<file path="config.mk">
export PLATFORM = sky130hd
export DESIGN_NAME = axi_data_fifo_sync_fwft_flat
export DESIGN_NICKNAME = d
export VERILOG_FILES = /design/src/rtl/axi_data_fifo_sync_fwft_if.sv /design/src/rtl/axi_data_fifo_sync_fwft.sv /design/src/flat_wrapper.sv
export SDC_FILE = /design/constraint.sdc
export NUM_CORES = 1
export LEC_CHECK = 0
export ABC_AREA = 1
export CAP_MARGIN = 30
export CORE_AREA = 2 2 242 244
export CTS_BUF_LIST = sky130_fd_sc_hd__clkbuf_4
export DETAILED_ROUTE_END_ITERATION = 7
export DIE_AREA = 0 0 244 246
export PLACE_DENSITY_LB_ADDON = 0.3
export SLEW_MARGIN = 20
export SYNTH_ARGS = -nofsm -noshare
export SYNTH_HDL_FRONTEND = slang
export SYNTH_SLANG_ARGS = --single-unit
</file>
<file path="constraint.sdc">
create_clock -name clk -period 4.8 [get_ports clk]
set_clock_uncertainty 0.05 [all_clocks]
set_input_delay 0.96 -clock clk [delete_from_list [all_inputs] [get_ports clk]]
set_output_delay 0.96 -clock clk [all_outputs]
set_load 0.1 [all_outputs]
</file>
<file path="src/rtl/axi_data_fifo_sync_fwft_if.sv">
// Push/pop handshake, status and control bundle of the FWFT data FIFO.
// master = producer/consumer logic, slave = the FIFO itself.
interface axi_data_fifo_sync_fwft_if #(
    parameter int WIDTH   = 144,
    parameter int CNT_WID = 7
);
    logic               data_fifo_push;
    logic [WIDTH-1:0]   data_fifo_data_in;
    logic               data_fifo_full;
    logic               data_fifo_afull;
    logic [CNT_WID-1:0] cfg_afull_thresh;
    logic               data_fifo_pop;
    logic [WIDTH-1:0]   data_fifo_data_out;
    logic               data_fifo_empty;
    logic [CNT_WID-1:0] data_fifo_word_cnt;
    logic               data_fifo_init;
    logic               data_fifo_ovf;
    logic               data_fifo_udf;

    modport master (
        output data_fifo_push, data_fifo_data_in, cfg_afull_thresh,
        output data_fifo_pop, data_fifo_init,
        input  data_fifo_full, data_fifo_afull, data_fifo_data_out,
        input  data_fifo_empty, data_fifo_word_cnt,
        input  data_fifo_ovf, data_fifo_udf
    );

    modport slave (
        input  data_fifo_push, data_fifo_data_in, cfg_afull_thresh,
        input  data_fifo_pop, data_fifo_init,
        output data_fifo_full, data_fifo_afull, data_fifo_data_out,
        output data_fifo_empty, data_fifo_word_cnt,
        output data_fifo_ovf, data_fifo_udf
    );
endinterface

</file>
<file path="src/rtl/axi_data_fifo_sync_fwft.sv">
// First-word-fall-through data FIFO over a 1-cycle-latency two-port SRAM,
// with a 2-entry prefetch (head + skid), almost-full and sticky error flags.
module axi_data_fifo_sync_fwft #(
    parameter int FIFO_WIDTH   = 144,
    parameter int FIFO_DEPTH   = 64,
    parameter int FIFO_CNT_WID = 7
) (
    input  logic                          clk,
    input  logic                          rst_n,
    axi_data_fifo_sync_fwft_if.slave      fifo,
    output logic [$clog2(FIFO_DEPTH)-1:0] sram_waddr,
    output logic                          sram_wceb,
    output logic [FIFO_WIDTH-1:0]         sram_wdata,
    output logic [$clog2(FIFO_DEPTH)-1:0] sram_raddr,
    output logic                          sram_rceb,
    input  logic [FIFO_WIDTH-1:0]         sram_rdata
);
    localparam int AW = $clog2(FIFO_DEPTH);
    localparam int CW = FIFO_CNT_WID;
    localparam logic [CW-1:0] FULL_CNT = CW'(FIFO_DEPTH);

    logic [AW-1:0]         wr_ptr, rd_ptr;
    logic [CW-1:0]         word_cnt, sram_cnt;
    logic                  head_v, skid_v, inflight;
    logic                  ovf, udf;
    logic [FIFO_WIDTH-1:0] head_q, skid_q;

    logic                  live, full;
    logic                  push_acc, pop_acc, issue;
    logic [2:0]            pf_load;
    logic                  head_vn, skid_vn;
    logic [FIFO_WIDTH-1:0] head_n, skid_n;

    // Init and reset both block acceptance and read issue in their cycle.
    assign live     = rst_n && !fifo.data_fifo_init;
    assign full     = (word_cnt == FULL_CNT);
    assign push_acc = live && fifo.data_fifo_push && !full;
    assign pop_acc  = live && fifo.data_fifo_pop && head_v;

    assign pf_load = {2'b0, head_v} + {2'b0, skid_v} + {2'b0, inflight};
    assign issue   = live && (sram_cnt != '0)
                   && (pf_load < (3'd2 + {2'b0, pop_acc}));

    always_comb begin
        head_n  = head_q;
        skid_n  = skid_q;
        head_vn = head_v;
        skid_vn = skid_v;
        if (pop_acc) begin
            head_n  = skid_q;
            head_vn = skid_v;
            skid_vn = 1'b0;
        end
        if (inflight) begin
            if (!head_vn) begin
                head_n  = sram_rdata;
                head_vn = 1'b1;
            end else begin
                skid_n  = sram_rdata;
                skid_vn = 1'b1;
            end
        end
    end

    // Clearing inflight on init is what discards a read already issued.
    always_ff @(posedge clk) begin
        if (!live) begin
            wr_ptr   <= '0;
            rd_ptr   <= '0;
            word_cnt <= '0;
            sram_cnt <= '0;
            head_v   <= 1'b0;
            skid_v   <= 1'b0;
            inflight <= 1'b0;
            head_q   <= '0;
            skid_q   <= '0;
            ovf      <= 1'b0;
            udf      <= 1'b0;
        end else begin
            if (push_acc) wr_ptr <= wr_ptr + AW'(1);
            if (issue)    rd_ptr <= rd_ptr + AW'(1);
            word_cnt <= word_cnt + CW'(push_acc) - CW'(pop_acc);
            sram_cnt <= sram_cnt + CW'(push_acc) - CW'(issue);
            inflight <= issue;
            head_v   <= head_vn;
            skid_v   <= skid_vn;
            head_q   <= head_n;
            skid_q   <= skid_n;
            ovf      <= ovf | (fifo.data_fifo_push && full);
            udf      <= udf | (fifo.data_fifo_pop && !head_v);
        end
    end

    assign sram_wceb  = !push_acc;
    assign sram_waddr = wr_ptr;
    assign sram_wdata = fifo.data_fifo_data_in;
    assign sram_rceb  = !issue;
    assign sram_raddr = rd_ptr;

    assign fifo.data_fifo_full     = full;
    assign fifo.data_fifo_afull    = (word_cnt >= fifo.cfg_afull_thresh);
    assign fifo.data_fifo_empty    = !head_v;
    assign fifo.data_fifo_data_out = head_q;
    assign fifo.data_fifo_word_cnt = word_cnt;
    assign fifo.data_fifo_ovf      = ovf;
    assign fifo.data_fifo_udf      = udf;
endmodule

</file>
<file path="src/flat_wrapper.sv">
// flat-port wrapper written by rule: the top's interface ports become plain ports
module axi_data_fifo_sync_fwft_flat 
#(
    parameter int FIFO_WIDTH   = 144,
    parameter int FIFO_DEPTH   = 64,
    parameter int FIFO_CNT_WID = 7
)
  (clk, rst_n, sram_waddr, sram_wceb, sram_wdata, sram_raddr, sram_rceb, sram_rdata, fifo_data_fifo_push, fifo_data_fifo_data_in, fifo_cfg_afull_thresh, fifo_data_fifo_pop, fifo_data_fifo_init, fifo_data_fifo_full, fifo_data_fifo_afull, fifo_data_fifo_data_out, fifo_data_fifo_empty, fifo_data_fifo_word_cnt, fifo_data_fifo_ovf, fifo_data_fifo_udf);
  axi_data_fifo_sync_fwft_if #(.WIDTH((144)), .CNT_WID((7))) fifo_i ();
  input  logic clk;
  input  logic rst_n;
  output logic [$clog2(FIFO_DEPTH)-1:0] sram_waddr;
  output logic sram_wceb;
  output logic [FIFO_WIDTH-1:0] sram_wdata;
  output logic [$clog2(FIFO_DEPTH)-1:0] sram_raddr;
  output logic sram_rceb;
  input  logic [FIFO_WIDTH-1:0] sram_rdata;
  input wire logic [$bits(fifo_i.data_fifo_push)-1:0] fifo_data_fifo_push;
  input wire logic [$bits(fifo_i.data_fifo_data_in)-1:0] fifo_data_fifo_data_in;
  input wire logic [$bits(fifo_i.cfg_afull_thresh)-1:0] fifo_cfg_afull_thresh;
  input wire logic [$bits(fifo_i.data_fifo_pop)-1:0] fifo_data_fifo_pop;
  input wire logic [$bits(fifo_i.data_fifo_init)-1:0] fifo_data_fifo_init;
  output wire logic [$bits(fifo_i.data_fifo_full)-1:0] fifo_data_fifo_full;
  output wire logic [$bits(fifo_i.data_fifo_afull)-1:0] fifo_data_fifo_afull;
  output wire logic [$bits(fifo_i.data_fifo_data_out)-1:0] fifo_data_fifo_data_out;
  output wire logic [$bits(fifo_i.data_fifo_empty)-1:0] fifo_data_fifo_empty;
  output wire logic [$bits(fifo_i.data_fifo_word_cnt)-1:0] fifo_data_fifo_word_cnt;
  output wire logic [$bits(fifo_i.data_fifo_ovf)-1:0] fifo_data_fifo_ovf;
  output wire logic [$bits(fifo_i.data_fifo_udf)-1:0] fifo_data_fifo_udf;
  assign fifo_i.data_fifo_push = fifo_data_fifo_push;
  assign fifo_i.data_fifo_data_in = fifo_data_fifo_data_in;
  assign fifo_i.cfg_afull_thresh = fifo_cfg_afull_thresh;
  assign fifo_i.data_fifo_pop = fifo_data_fifo_pop;
  assign fifo_i.data_fifo_init = fifo_data_fifo_init;
  assign fifo_data_fifo_full = fifo_i.data_fifo_full;
  assign fifo_data_fifo_afull = fifo_i.data_fifo_afull;
  assign fifo_data_fifo_data_out = fifo_i.data_fifo_data_out;
  assign fifo_data_fifo_empty = fifo_i.data_fifo_empty;
  assign fifo_data_fifo_word_cnt = fifo_i.data_fifo_word_cnt;
  assign fifo_data_fifo_ovf = fifo_i.data_fifo_ovf;
  assign fifo_data_fifo_udf = fifo_i.data_fifo_udf;
  axi_data_fifo_sync_fwft #(.FIFO_WIDTH(FIFO_WIDTH), .FIFO_DEPTH(FIFO_DEPTH), .FIFO_CNT_WID(FIFO_CNT_WID)) u_core (.clk(clk), .rst_n(rst_n), .fifo(fifo_i), .sram_waddr(sram_waddr), .sram_wceb(sram_wceb), .sram_wdata(sram_wdata), .sram_raddr(sram_raddr), .sram_rceb(sram_rceb), .sram_rdata(sram_rdata));
endmodule
</file>
# Word level (Yosys, flattened, before mapping)
# Cells that the tools add are included.
# W data, S select, Z words.
totals:
  ff_bits: 319
  latchBits: 0
  ram_bits: 0
  mem_bits_ro: 0
  in_bits: 300
  output_inout_bits: 314
  elab_cells: 49
  memories: 0
op_classes:
  n_addsub: 9
  multipliers: 0
  n_div: 0
  order_cmp: 2
  n_eq_ne: 1
  n_shift: 0
  mux: 8
  bitwise_logic: 2
  reduce_logical: 16
op_table:
  columns: ["op", "n"]
  rows:
  - ["$mux W144", 3]
  - ["$add A7 B1 Y7", 2]
  - ["$sub A7 B1 Y7", 2]
  - ["$add A6 B1 Y6 const B", 2]
  - ["$logic_and A1 B1 Y1", 9]
  - ["$eq A7 B7 Y1 const B", 1]
  - ["$ge A7 B7 Y1", 1]
  - ["$reduce_bool A7 Y1", 1]
  - ["$logic_not A1 Y1", 5]
  - ["$mux W1", 5]
  - ["$add A2 B1 Y3 const A", 1]
  - ["$add A3 B1 Y3", 1]
  - ["$lt A3 B3 Y1", 1]
  - ["$add A1 B1 Y2", 1]
  - ["$or A1 B1 Y1", 2]
  - ["$reduce_and A2 Y1", 1]

# Longest topological paths before layout
# Gate-level depths: netlist of run 1.
depth:
  depth_word: 8
  ltp_mapped: 19

# Least setup slack after synthesis of run 1
# No wires, ideal clock.
synth_timing:
  kind: "register to output"
  start: "reg u_core.word_cnt[0], in the netlist u_core.fifo.data_fifo_word_cnt[0]"
  end: "out fifo_data_fifo_afull"
  arrival_time_ps: 3850
  required_ps: 3790
  setup_slack_ps: -60
  path_stages_with_launch: 8
  path_buffers: 0
  cell_sequence: "dfxtp_1 -> inv_1 -> ha_1 -> inv_1 -> a21boi_0 -> o21a_1 -> nor2_1 -> o21ai_0"
synth_via:
  elab_chain_len: 1
synth_rtl:
  columns: ["element", "line_no", "text"]
  rows:
  - ["from (decl)", "axi_data_fifo_sync_fwft.sv:23", "logic [CW-1:0] word_cnt, sram_cnt;"]
  - ["from (signal assigned)", "axi_data_fifo_sync_fwft.sv:82", "word_cnt <= word_cnt + CW'(push_acc) - CW'(pop_acc);"]
  - ["$ge A7 B7 Y1", "axi_data_fifo_sync_fwft.sv:101", "assign fifo.data_fifo_afull = (word_cnt >= fifo.cfg_afull_thresh);"]
  - ["to (decl)", "flat_wrapper.sv:24", "output wire logic [$bits(fifo_i.data_fifo_afull)-1:0] fifo_data_fifo_afull;"]
# No other way between the ends.

# Worst setup path after layout of run 1
layout_timing:
  start: "reg u_core.word_cnt[2], in the netlist u_core.fifo.data_fifo_word_cnt[2]"
  end: "out fifo_data_fifo_full"
layout_via:
  elab_chain_len: 1
layout_rtl:
  columns: ["element", "line_no", "text"]
  rows:
  - ["$eq A7 B7 Y1", "axi_data_fifo_sync_fwft.sv:36", "assign full = (word_cnt == FULL_CNT);"]
  - ["to (decl)", "flat_wrapper.sv:23", "output wire logic [$bits(fifo_i.data_fifo_full)-1:0] fifo_data_fifo_full;"]
# No other way between the ends.

==> impl_summary.log, run 1 <==
INFO  metric hpwlAfterDp = between 30,000 and 40,000 um
INFO  metric finalMaxSlewViolations = 0
INFO  metric synth_top_cell_area_share = between 40% and 50%
INFO  metric timing.critical_path.arrival = about 3000 ps
INFO  metric nNetsFinal = around 2,700
INFO  metric num_rows = slightly below 90
INFO  metric io_pins = between 600 and 700
INFO  metric chipWidth = approximately 240 um
INFO  metric tns = 0 ps
INFO  metric fmaxAchievable = approximately 0.25 GHz
INFO  metric cp-end-kind = output pin
INFO  metric sinks_on_clock_net = between 300 and 400
INFO  metric grt_pass1_wl = 81,000 um
INFO  metric worstSetupPathType = flop to output pin
INFO  metric grt_antenna_before_repair = 2
INFO  metric h-tree-depth = 3
INFO  metric number_of_buffers_inserted_during_clock_tree_synthesis = 95
INFO  metric portBuffers = around 330
INFO  metric drt-pass1-iter-count = 5
INFO  metric dominant_cell_by_count_in_the_synthesized_netlist = sky130_fd_sc_hd__nand2_1
INFO  metric cts_tree = built
INFO  metric net_count_after_synthesis = ~2,500
INFO  metric largest_family_of_logic_cells_by_synthesized_area = simple AND/OR/NAND/NOR gates
INFO  metric worst_r2r_path_depth = 16
INFO  metric status = completed
INFO  metric required = 3790 ps
INFO  metric flow.area_growth_from_synthesis = 27.7%
INFO  metric synth_seq_cells = approximately 320
INFO  metric synth-compound-area-share = 10.0%
INFO  metric clock_insertion_delay_worst_skew = just over 800 ps
INFO  metric design.core.area = approximately 57,000 sq um
INFO  metric post_cts_buffers = 0
INFO  metric setup_repair_after_global_routing_missed_its_margin = false
INFO  metric crit_path_max_fanout = 4
INFO  metric synthesis.area = between 15,000 and 20,000 sq um
INFO  metric drive_gt1_share = about 7.6%
INFO  metric fin_crit = about 4000 ps
INFO  metric met3_length = between 4000 and 5000 um
INFO  metric hold-path-cell-count = 2
INFO  metric dominantRegCellSynth = sky130_fd_sc_hd__dfxtp_1
INFO  metric synth-simple-area-share = a little under a third
INFO  metric wl_per_cell = about 17 um
INFO  metric yosysTopAreaCell = sky130_fd_sc_hd__dfxtp_1
INFO  metric async_flop_share = 0%
INFO  metric vias = 14,500
INFO  metric clockBufferDepth = 3
INFO  metric place_inst = 2,991
INFO  metric highest_metal_layer_used_by_the_detailed_router = met5
INFO  metric hold_path_class = flop to flop
INFO  metric powerDensity = about 430 nW/um^2
INFO  metric die_y = around 250 um
INFO  metric post_synth_xor_area_fraction = less than 1%
INFO  metric post-route-drc-count = 0
INFO  metric synth_seq_area_share = between 40% and 50%
INFO  metric dieArea = 60,000 sq um
INFO  metric start_kind = flop
INFO  metric finalSetupViolCount = 0
INFO  metric clkSlewWorstSetupHoldPaths = approximately 60 ps
INFO  metric number_of_drc_markers_after_the_initial_detailed_route_iteration = ~650
INFO  metric yosys-mux-area-fraction = 0%
INFO  metric synth_commonest_cells = sky130_fd_sc_hd__nand2_1, sky130_fd_sc_hd__nor2_1, sky130_fd_sc_hd__dfxtp_1, sky130_fd_sc_hd__nand3_1, sky130_fd_sc_hd__a21oi_1
INFO  metric hold_viol = 0
INFO  metric post_cts.resized_instances = 0
INFO  metric synth_warnings = 0
INFO  metric yosys.area_share.adder = 2.89%
INFO  metric cts_hold_buf = 0
INFO  metric worst_ir_drop_vdd = between 0.0002 and 0.00025 V
INFO  metric grt_start_max_net_pins = approximately 180
INFO  metric worstMarginPinSlew = 1040 ps
INFO  metric ys_types = 28
INFO  metric initial_utilization = 26.2%
INFO  metric final.period_utilization = between 80% and 90%
INFO  metric overflow = 0
INFO  metric antenna_violating_nets_post_route = 0
INFO  metric viasPerCell = approximately 4.6
INFO  metric place_congestion = about 0.78
INFO  metric routed-wl-met2 = 25,500 um
INFO  metric clock-root-buffer = sky130_fd_sc_hd__clkbuf_4
INFO  metric post_synth.cell_area_avg = between 6 and 7 sq um
INFO  metric max_cap_violations = 0
INFO  metric wirelength_met1 = between 20,000 and 25,000 um
INFO  metric static-leakage-power = ~7.3 nW
INFO  metric synthesis.instances = 2,161
INFO  metric slew_headroom = 30.8%
INFO  metric layoutNonFillerInstCount = 3,147
INFO  metric synth_edf_count = 0
INFO  metric yosys-top-cells-area = sky130_fd_sc_hd__dfxtp_1, sky130_fd_sc_hd__nand2_1, sky130_fd_sc_hd__nor2_1
INFO  metric groute.usage.overall = 17.2%
INFO  metric totalWireLength = between 50,000 and 60,000 um
INFO  metric first_global_vias = around 14,000
==> power by group <==
part	internal (W)	total, W	switching (W)
Clock	0.00136	0.00256	0.00120
Combinational	0.000728	0.00277	0.00204
Sequential	0.00281	0.00292	0.000108
Total	0.00490	0.00825	0.00334
==> logic make-up after synthesis <==
kind of cell | after synthesis
fa+ha+maj | 33
flops | 319
simple gates | 1155
compound gates | 297
xor+xnor | 5
buf+inv | 352
==> final timing paths <==
check	startpoint	endpoint	slack [ps]
max reg2reg	u_core.head_v$_SDFF_PP0_	u_core.sram_cnt[4]$_SDFF_PP0_	1490
min	u_core.skid_q[97]$_SDFFE_PP0P_	u_core.skid_q[97]$_SDFFE_PP0P_	410
min reg2reg	u_core.skid_q[97]$_SDFFE_PP0P_	u_core.skid_q[97]$_SDFFE_PP0P_	410
max	u_core.fifo.data_fifo_word_cnt[2]$_SDFF_PP0_	fifo_data_fifo_full	800
==> state kept, by name, indices dropped and copies added, names as in the netlist <==
signal                          count
u_core.fifo.data_fifo_udf           1
u_core.sram_raddr                   6
u_core.inflight                     1
u_core.head_v                       1
u_core.fifo.data_fifo_ovf           1
u_core.fifo.data_fifo_data_out    144
u_core.sram_cnt                     7
u_core.skid_q                     144
u_core.fifo.data_fifo_word_cnt      7
u_core.sram_waddr                   6
u_core.skid_v                       1
==> metrics by stage <==
stage | setup WS (ps) | area [sq um] | hold slack, ps | total power (W) | util [%]
finish | 797 | 19200 | 408 | 0.00825 | 33.5
floorplan | 376 | 15000 | 389 | 0.00549 | -
detailed placement | 801 | 18000 | 402 | 0.00576 | 31.4
global placement | 853 | 17700 | 398 | 0.00569 | 30.8
CTS | 635 | 19200 | 410 | 0.00839 | 33.4
global route | 575 | 19200 | 420 | 0.00872 | 33.5
==> layer usage <==
| layer | vias up | GRT usage (%) |
|---|---|---|
| met5 | - | 0.654 |
| met4 | 2 | 9.65 |
| met3 | 170 | 6.32 |
| met2 | 535 | 28.0 |
| met1 | 6703 | 19.3 |
| li1 | 7126 | - |
==> cell usage in the layout, fill, tap and decap left out, types with 14 or more instances in the layout <==
| cell | n |
|---|---|
| sky130_fd_sc_hd__clkdlybuf4s50_1 | 322 |
| sky130_fd_sc_hd__nand2_1 | 622 |
| sky130_fd_sc_hd__clkbuf_4 | 133 |
| sky130_fd_sc_hd__buf_16 | 14 |
| sky130_fd_sc_hd__dfxtp_1 | 318 |
| sky130_fd_sc_hd__inv_1 | 61 |
| sky130_fd_sc_hd__ha_1 | 30 |
| sky130_fd_sc_hd__nand3_1 | 190 |
| sky130_fd_sc_hd__o21ai_0 | 123 |
| sky130_fd_sc_hd__a21oi_1 | 162 |
| sky130_fd_sc_hd__nor2_1 | 324 |
==> cell type report <==
type / instances / area (sq um)
fill: 6173 / 38200
sequential: 319 / 6390
clock inverter: 18 / 135
inverter: 65 / 256
multi-input combinational: 1490 / 6640
tap: 765 / 957
clock buffer: 133 / 998
antenna: 4 / 10.0
timing repair buffer: 353 / 3820
==> worst max-delay path, cell delays in order (launching register included) <==
cell and delay, ps:
sky130_fd_sc_hd__dfxtp_1 350, sky130_fd_sc_hd__inv_1 90, sky130_fd_sc_hd__ha_1 160, sky130_fd_sc_hd__nand3_1 70, sky130_fd_sc_hd__nand3b_1 240, sky130_fd_sc_hd__inv_1 130, sky130_fd_sc_hd__clkdlybuf4s50_1 1140
(Power assumes the default switching activity.)
==> run 2, diff against run 1 <==
==> constraint.sdc (replaced) <==
create_clock -name clk -period 3.8 [get_ports clk]
set_clock_uncertainty 0.05 [all_clocks]
set_input_delay 0.76 -clock clk [delete_from_list [all_inputs] [get_ports clk]]
set_output_delay 0.76 -clock clk [all_outputs]
set_load 0.1 [all_outputs]
==> impl_summary.log, run 2 (synthesized netlist as in run 1, its figures left out) <==
INFO  metric most-common-layout-cells = sky130_fd_sc_hd__nand2_1, sky130_fd_sc_hd__nor2_1, sky130_fd_sc_hd__dfxtp_1, sky130_fd_sc_hd__clkdlybuf4s50_1, sky130_fd_sc_hd__nand3_1
INFO  metric dieArea = ~60,000 sq um
INFO  metric finalSetupViolCount = 0
INFO  metric fmaxAchievable = about 0.30 GHz
INFO  metric overflow = 0
INFO  metric worstSetupPathType = flop to output pin
INFO  metric design_area = 19,100 sq um
INFO  metric setup_repair_after_global_routing_missed_its_margin = false
INFO  metric portBuffers = 325
INFO  metric flow.area_growth_from_synthesis = 27.3%
INFO  metric die_y = 246 um
INFO  metric hold-path-cell-count = 2
INFO  metric clockBufferDepth = 3
INFO  metric number_of_drc_markers_after_the_initial_detailed_route_iteration = slightly above 800
INFO  metric num_rows = 88
INFO  metric grt_start_max_net_pins = 162
INFO  metric clock_insertion_delay_worst_skew = approximately 810 ps
INFO  metric worst_r2r_startpoint = u_core.head_v$_SDFF_PP0_
INFO  metric clkSlewWorstSetupHoldPaths = 60 ps
INFO  metric viasPerCell = 4.63
INFO  metric cts_tree = built
INFO  metric crit_path_frequent_cell = sky130_fd_sc_hd__ha_1
INFO  metric cp-end-kind = output pin
INFO  metric antenna_violating_nets_post_route = 0
INFO  metric min_to = u_core.skid_q[33]$_SDFFE_PP0P_
INFO  metric timing.critical_path.arrival = approximately 2600 ps
INFO  metric layoutNonFillerInstCount = around 3,100
INFO  metric final.period_utilization = roughly nine tenths
INFO  metric r2r-end = u_core.sram_cnt[4]$_SDFF_PP0_
INFO  metric nNetsFinal = 2,658
INFO  metric worst_min_delay_path_startpoint = u_core.skid_q[33]$_SDFFE_PP0P_
INFO  metric worstMarginPinSlew = 1030 ps
INFO  metric post-route-drc-count = 0
INFO  metric start_kind = flop
INFO  metric path_cells = ha_1 > ha_1 > ha_1 > inv_1 > nand3_4 > buf_4 > buf_12
INFO  metric place_inst = between 2,000 and 3,000
INFO  metric io_pins = about 610
INFO  metric placement.cell_area = between 15,000 and 20,000 sq um
INFO  metric hold_path_class = flop to flop
INFO  metric clock-root-buffer = sky130_fd_sc_hd__clkbuf_4
INFO  metric totalWireLength = between 50,000 and 60,000 um
INFO  metric timing.critical_path.max_delay_family = adder cells
INFO  metric number_of_buffers_inserted_during_clock_tree_synthesis = 94
INFO  metric grt_pass1_wl = around 80,000 um
INFO  metric place_congestion = approximately 0.76
INFO  metric sinks_on_clock_net = approximately 320
INFO  metric post_cts_buffers = 0
INFO  metric cpMaxStageDelayCell = sky130_fd_sc_hd__dfxtp_1
INFO  metric final_common_cell = sky130_fd_sc_hd__nand2_1
INFO  metric grt_antenna_before_repair = 5
INFO  metric first_global_vias = between 10,000 and 15,000
INFO  metric post_cts.resized_instances = 0
INFO  metric fin_crit = approximately 3400 ps
INFO  metric drt-pass1-iter-count = 5
INFO  metric drive_gt1_share = 7.86%
INFO  metric hpwlAfterDp = between 30,000 and 40,000 um
INFO  metric vias = roughly 15,000
INFO  metric crit_path_max_incr_delay = 450 ps
INFO  metric max_cap_violations = 0
INFO  metric status = completed
INFO  metric initial_utilization = 26.2%
INFO  metric required = about 3000 ps
INFO  metric powerDensity = about 540 nW/um^2
INFO  metric worst_r2r_path_depth = 16
INFO  metric design.core.area = between 50,000 and 60,000 sq um
INFO  metric slew_headroom = 31.2%
INFO  metric cp.buffers_inverters = 3
INFO  metric timing.reg2reg.setup_slack = a little over 700 ps
INFO  metric static-leakage-power = around 7.3 nW
INFO  metric crit_path_max_fanout = 7
INFO  metric h-tree-depth = 3
INFO  metric finalMaxSlewViolations = 0
INFO  metric worst_ir_drop_vdd = 0.000263 V
INFO  metric wl_per_cell = approximately 17 um
INFO  metric hold_viol = 0
INFO  metric groute.usage.overall = between 10% and 20%
INFO  metric cts_hold_buf = 0
INFO  metric chipWidth = 244 um
==> run 2: cell types whose count changed in the layout (fill, tap and decap cells not counted), sizes merged <==
cell,previous run,this run
buf,31,40
clkbuf,133,125
clkdlybuf4s50,322,315
clkinv,12,18
diode,4,6
==> run 2: worst max-delay path by stage <==
stage / end / from / slack, ps / depth (start not counted)
2_1_floorplan: fifo_data_fifo_afull / u_core.fifo.data_fifo_word_cnt[0]$_SDFF_PP0_ / -100 / 7
3_3_place_gp: u_core.sram_cnt[4]$_SDFF_PP0_ / rst_n / 270 / 17
3_5_place_dp: u_core.sram_cnt[4]$_SDFF_PP0_ / rst_n / 280 / 17
4_1_cts: sram_rceb / u_core.head_v$_SDFF_PP0_ / 300 / 7
5_1_grt: sram_rceb / u_core.head_v$_SDFF_PP0_ / 200 / 7
6_report: sram_rceb / u_core.head_v$_SDFF_PP0_ / 440 / 7
==> run 2: final cells by class <==
| cell class | count | area (sq um) |
|---|---|---|
| Tap cell | 765 | 957 |
| Timing Repair Buffer | 355 | 3760 |
| Fill cell | 6096 | 38200 |
| Multi-Input combinational cell | 1490 | 6660 |
| Inverter | 65 | 256 |
| Sequential cell | 319 | 6390 |
| Clock buffer | 125 | 938 |
| Antenna cell | 6 | 15.0 |
| Clock inverter | 24 | 161 |
==> run 2: metrics by stage <==
step | setup TNS (ps) | worst slack, ps | utilization [%] | total power [W] | hold slack [ps]
after floorplan | -102 | -102 | - | 0.00694 | 389
after global placement | 0 | 273 | 31.0 | 0.00724 | 393
after detailed placement | 0 | 279 | 31.4 | 0.00732 | 402
after CTS | 0 | 296 | 33.3 | 0.0106 | 361
after global routing | 0 | 201 | 33.4 | 0.0110 | 390
final | 0 | 439 | 33.4 | 0.0104 | 408
==> run 2: worst register-to-register path: cells and delay by family, from the launching register on <==
family / cells / cell delay [ps]
and+or+nand+nor: 3 / 330
AOI/OAI and AO/OA: 3 / 310
buffers and inverters: 4 / 420
adders and majority gates: 6 / 1440
DFF: 1 / 450
==> run 2: per-layer routing <==
layer  GRT usage (%)  up-vias  part of all wire, %
met3            5.95      158                  8.1
met1            19.1     6735                   40
met4            8.93        8                  4.2
met5           0.490        -                 0.15
met2            27.7      542                   48
li1                -     7123                    -
==> run 2: report_power, final <==
part | switching [W] | internal [W] | leakage, nW | total [W]
Sequential | 0.000142 | 0.00355 | 2.58 | 0.00370
Combinational | 0.00258 | 0.000943 | 4.07 | 0.00353
Clock | 0.00151 | 0.00164 | 0.654 | 0.00316
==> run 3, diff against run 2 <==
--- a/config.mk
+++ b/config.mk
@@ -7,10 +7,12 @@
 export LEC_CHECK = 0
 export ABC_AREA = 1
 export CAP_MARGIN = 30
-export CORE_AREA = 2 2 242 244
+export CORE_AREA = 2 2 241 243
 export CTS_BUF_LIST = sky130_fd_sc_hd__clkbuf_4
 export DETAILED_ROUTE_END_ITERATION = 7
-export DIE_AREA = 0 0 244 246
+export DIE_AREA = 0 0 243 245
+export HOLD_SLACK_MARGIN = 0.15
+export MAX_ROUTING_LAYER = met4
 export PLACE_DENSITY_LB_ADDON = 0.3
 export SLEW_MARGIN = 20
 export SYNTH_ARGS = -nofsm -noshare
==> constraint.sdc (replaced) <==
create_clock -name clk -period 4.14 [get_ports clk]
set_clock_uncertainty 0.05 [all_clocks]
set_input_delay 0.828 -clock clk [delete_from_list [all_inputs] [get_ports clk]]
set_output_delay 0.828 -clock clk [all_outputs]
set_load 0.1 [all_outputs]
==> impl_summary.log, run 3 (synthesized netlist as in run 1, its figures left out) <==
INFO  metric postLayoutSetupSlackWorst = 533 ps
INFO  metric cpMaxStageDelayCell = sky130_fd_sc_hd__buf_4
INFO  metric fmaxAchievable = 0.277 GHz
INFO  metric io_pins = roughly 610
INFO  metric antenna_violating_nets_post_route = 0
INFO  metric post-route-drc-count = 0
INFO  metric sinks_on_clock_net = around 320
INFO  metric place_congestion = 0.804
INFO  metric finalSetupViolCount = 0
INFO  metric grt_antenna_before_repair = 3
INFO  metric final_util = around a third
INFO  metric clockPowerShare = a little under a third
INFO  metric drive_gt1_share = 7.72%
INFO  metric hold_viol = 0
INFO  metric hold_path_class = flop to flop
INFO  metric wirelength_met1 = just over 20,000 um
INFO  metric filler_cell_count = about 6,200
INFO  metric tns = 0 ps
INFO  metric hpwlAfterDp = approximately 32,000 um
INFO  metric timing.critical_path.arrival = around 2700 ps
INFO  metric place_inst = ~3,000
INFO  metric finalMaxSlewViolations = 0
INFO  metric cts_tree = built
INFO  metric clkSlewWorstSetupHoldPaths = roughly 60 ps
INFO  metric clock-root-buffer = sky130_fd_sc_hd__clkbuf_4
INFO  metric start_kind = flop
INFO  metric groute.usage.overall = about 17%
INFO  metric internal-power = roughly 0.0056 W
INFO  metric viasPerCell = 4.58
INFO  metric number_of_buffers_inserted_during_clock_tree_synthesis = roughly 90
INFO  metric worst_r2r_startpoint = u_core.inflight$_SDFF_PP0_
INFO  metric met3_length = 3950 um
INFO  metric slew_headroom = a little under a third
INFO  metric netSwitchingPower = approximately 0.0039 W
INFO  metric required = between 3000 and 4000 ps
INFO  metric share_seq_of_total_power = 35.7%
INFO  metric cts_hold_buf = 0
INFO  metric min_to = u_core.skid_q[90]$_SDFFE_PP0P_
INFO  metric final.period_utilization = between 80% and 90%
INFO  metric worst_r2r_path_depth = 16
INFO  metric crit_path_max_incr_delay = ~600 ps
INFO  metric overflow = 0
INFO  metric crit_path_max_fanout = around 60
INFO  metric wl_per_cell = ~16 um
INFO  metric chipWidth = 243 um
INFO  metric drt-pass1-iter-count = 7
INFO  metric worst_ir_drop_vdd = 0.000224 V
INFO  metric p_comb_share = around 34%
INFO  metric static-leakage-power = roughly 7.3 nW
INFO  metric num_rows = 88
INFO  metric path_cells = buf_4 > ha_1 > ha_1 > inv_1 > nand3_2 > buf_4 > buf_12
INFO  metric fin_crit = roughly 3600 ps
INFO  metric setup_repair_after_global_routing_missed_its_margin = false
INFO  metric powerDensity = just under 500 nW/um^2
INFO  metric first_global_vias = roughly 14,000
INFO  metric dieArea = 59,500 sq um
INFO  metric cp-end-kind = output pin
INFO  metric most-common-layout-cells = sky130_fd_sc_hd__nand2_1, sky130_fd_sc_hd__nor2_1, sky130_fd_sc_hd__clkdlybuf4s50_1, sky130_fd_sc_hd__dfxtp_1, sky130_fd_sc_hd__nand3_1
INFO  metric r2r-end = u_core.sram_cnt[4]$_SDFF_PP0_
INFO  metric sequential_cell_area = between 6000 and 7000 sq um
INFO  metric layoutNonFillerInstCount = about 3,200
INFO  metric h-tree-depth = 3
INFO  metric grt_start_max_net_pins = about 150
INFO  metric clock_insertion_delay_worst_skew = a little over 800 ps
INFO  metric max_cap_violations = 0
INFO  metric portBuffers = ~330
INFO  metric grt_pass1_wl = between 70,000 and 80,000 um
INFO  metric routed-wl-met2 = roughly 25,000 um
INFO  metric flow.area_growth_from_synthesis = 28.0%
INFO  metric multiInputGateArea = about 6700 sq um
INFO  metric worst_setup_slack_before_clock_tree_synthesis = 401 ps
INFO  metric worstSetupPathType = flop to output pin
INFO  metric post_cts.resized_instances = 0
INFO  metric switching_share = around two fifths
INFO  metric number_of_drc_markers_after_the_initial_detailed_route_iteration = ~810
INFO  metric nNetsFinal = approximately 2,700
INFO  metric vias = approximately 14,000
INFO  metric status = completed
INFO  metric worst_min_delay_path_startpoint = u_core.skid_q[90]$_SDFFE_PP0P_
INFO  metric final_common_cell = sky130_fd_sc_hd__nand2_1
INFO  metric hold-path-cell-count = 2
INFO  metric clockBufferDepth = 3
INFO  metric highest_metal_layer_used_by_the_detailed_router = met4
INFO  metric design.core.area = ~57,000 sq um
INFO  metric die_y = around 250 um
INFO  metric totalWireLength = about 52,000 um
INFO  metric initial_utilization = 26.4%
INFO  metric post_cts_buffers = 0
INFO  metric timing.reg2reg.setup_slack = between 800 and 900 ps
INFO  metric worstMarginPinSlew = approximately 1000 ps
==> run 3: cell count changes in the layout (fill, tap and decap cells not counted), sizes merged <==
cell           before  now
inv                68   65
clkinv             18   23
clkinvlp            1    2
clkbuf            125  123
buf                40   39
clkdlybuf4s50     315  320
==> run 3: cell type report <==
class	instances	share of cell area [%]
Tap cell	765	4.97
Timing Repair Buffer	359	20.2
Clock inverter	27	0.903
Inverter	65	1.33
Antenna cell	6	0.0780
Sequential cell	319	33.2
Multi-Input combinational cell	1490	34.5
Clock buffer	123	4.80
==> run 3: how the worst max path moves through the flow <==
stage                                                  from                                            to  slack, ps
2_1_floorplan  u_core.fifo.data_fifo_word_cnt[2]$_SDFF_PP0_  u_core.fifo.data_fifo_word_cnt[4]$_SDFF_PP0_          3
6_report                         u_core.inflight$_SDFF_PP0_                                     sram_rceb        530
4_1_cts                          u_core.inflight$_SDFF_PP0_                                     sram_rceb        390
3_3_place_gp                                          rst_n                 u_core.sram_cnt[4]$_SDFF_PP0_        390
3_5_place_dp                                          rst_n                 u_core.sram_cnt[4]$_SDFF_PP0_        400
5_1_grt                          u_core.inflight$_SDFF_PP0_                                     sram_rceb        330
==> run 3: per-layer routing <==
metal | vias to the layer above | track usage (%)
li1 | 7119 | -
met1 | 6651 | 19.2
met2 | 538 | 28.4
met3 | 152 | 5.17
met4 | 0 | 8.08
met5 | - | -
==> run 3: critical path: cells and delay by family, from the launching register on <==
kind	cells	cell delay (ps)
buffers and inverters	4	1050
adders and majority gates	2	410
DFF	1	340
and+or+nand+nor	1	110
==> run 3: power groups by stage <==
stage	Clock [W]	Combinational [W]	Sequential [W]
2_1_floorplan	0	0.00179	0.00457
3_3_place_gp	0	0.00314	0.00346
3_5_place_dp	0	0.00323	0.00346
4_1_cts	0.00301	0.00324	0.00339
5_1_grt	0.00317	0.00345	0.00341
6_report	0.00288	0.00322	0.00339
==> run 3: stage by stage <==
step                total power (W)  instance area, sq um  hold slack (ps)
CTS                         0.00964                 19200              411
floorplan                   0.00637                 15000              389
global placement            0.00659                 17800              398
detailed placement          0.00669                 18100              402
finish                      0.00948                 19300              408
global route                 0.0100                 19300              426
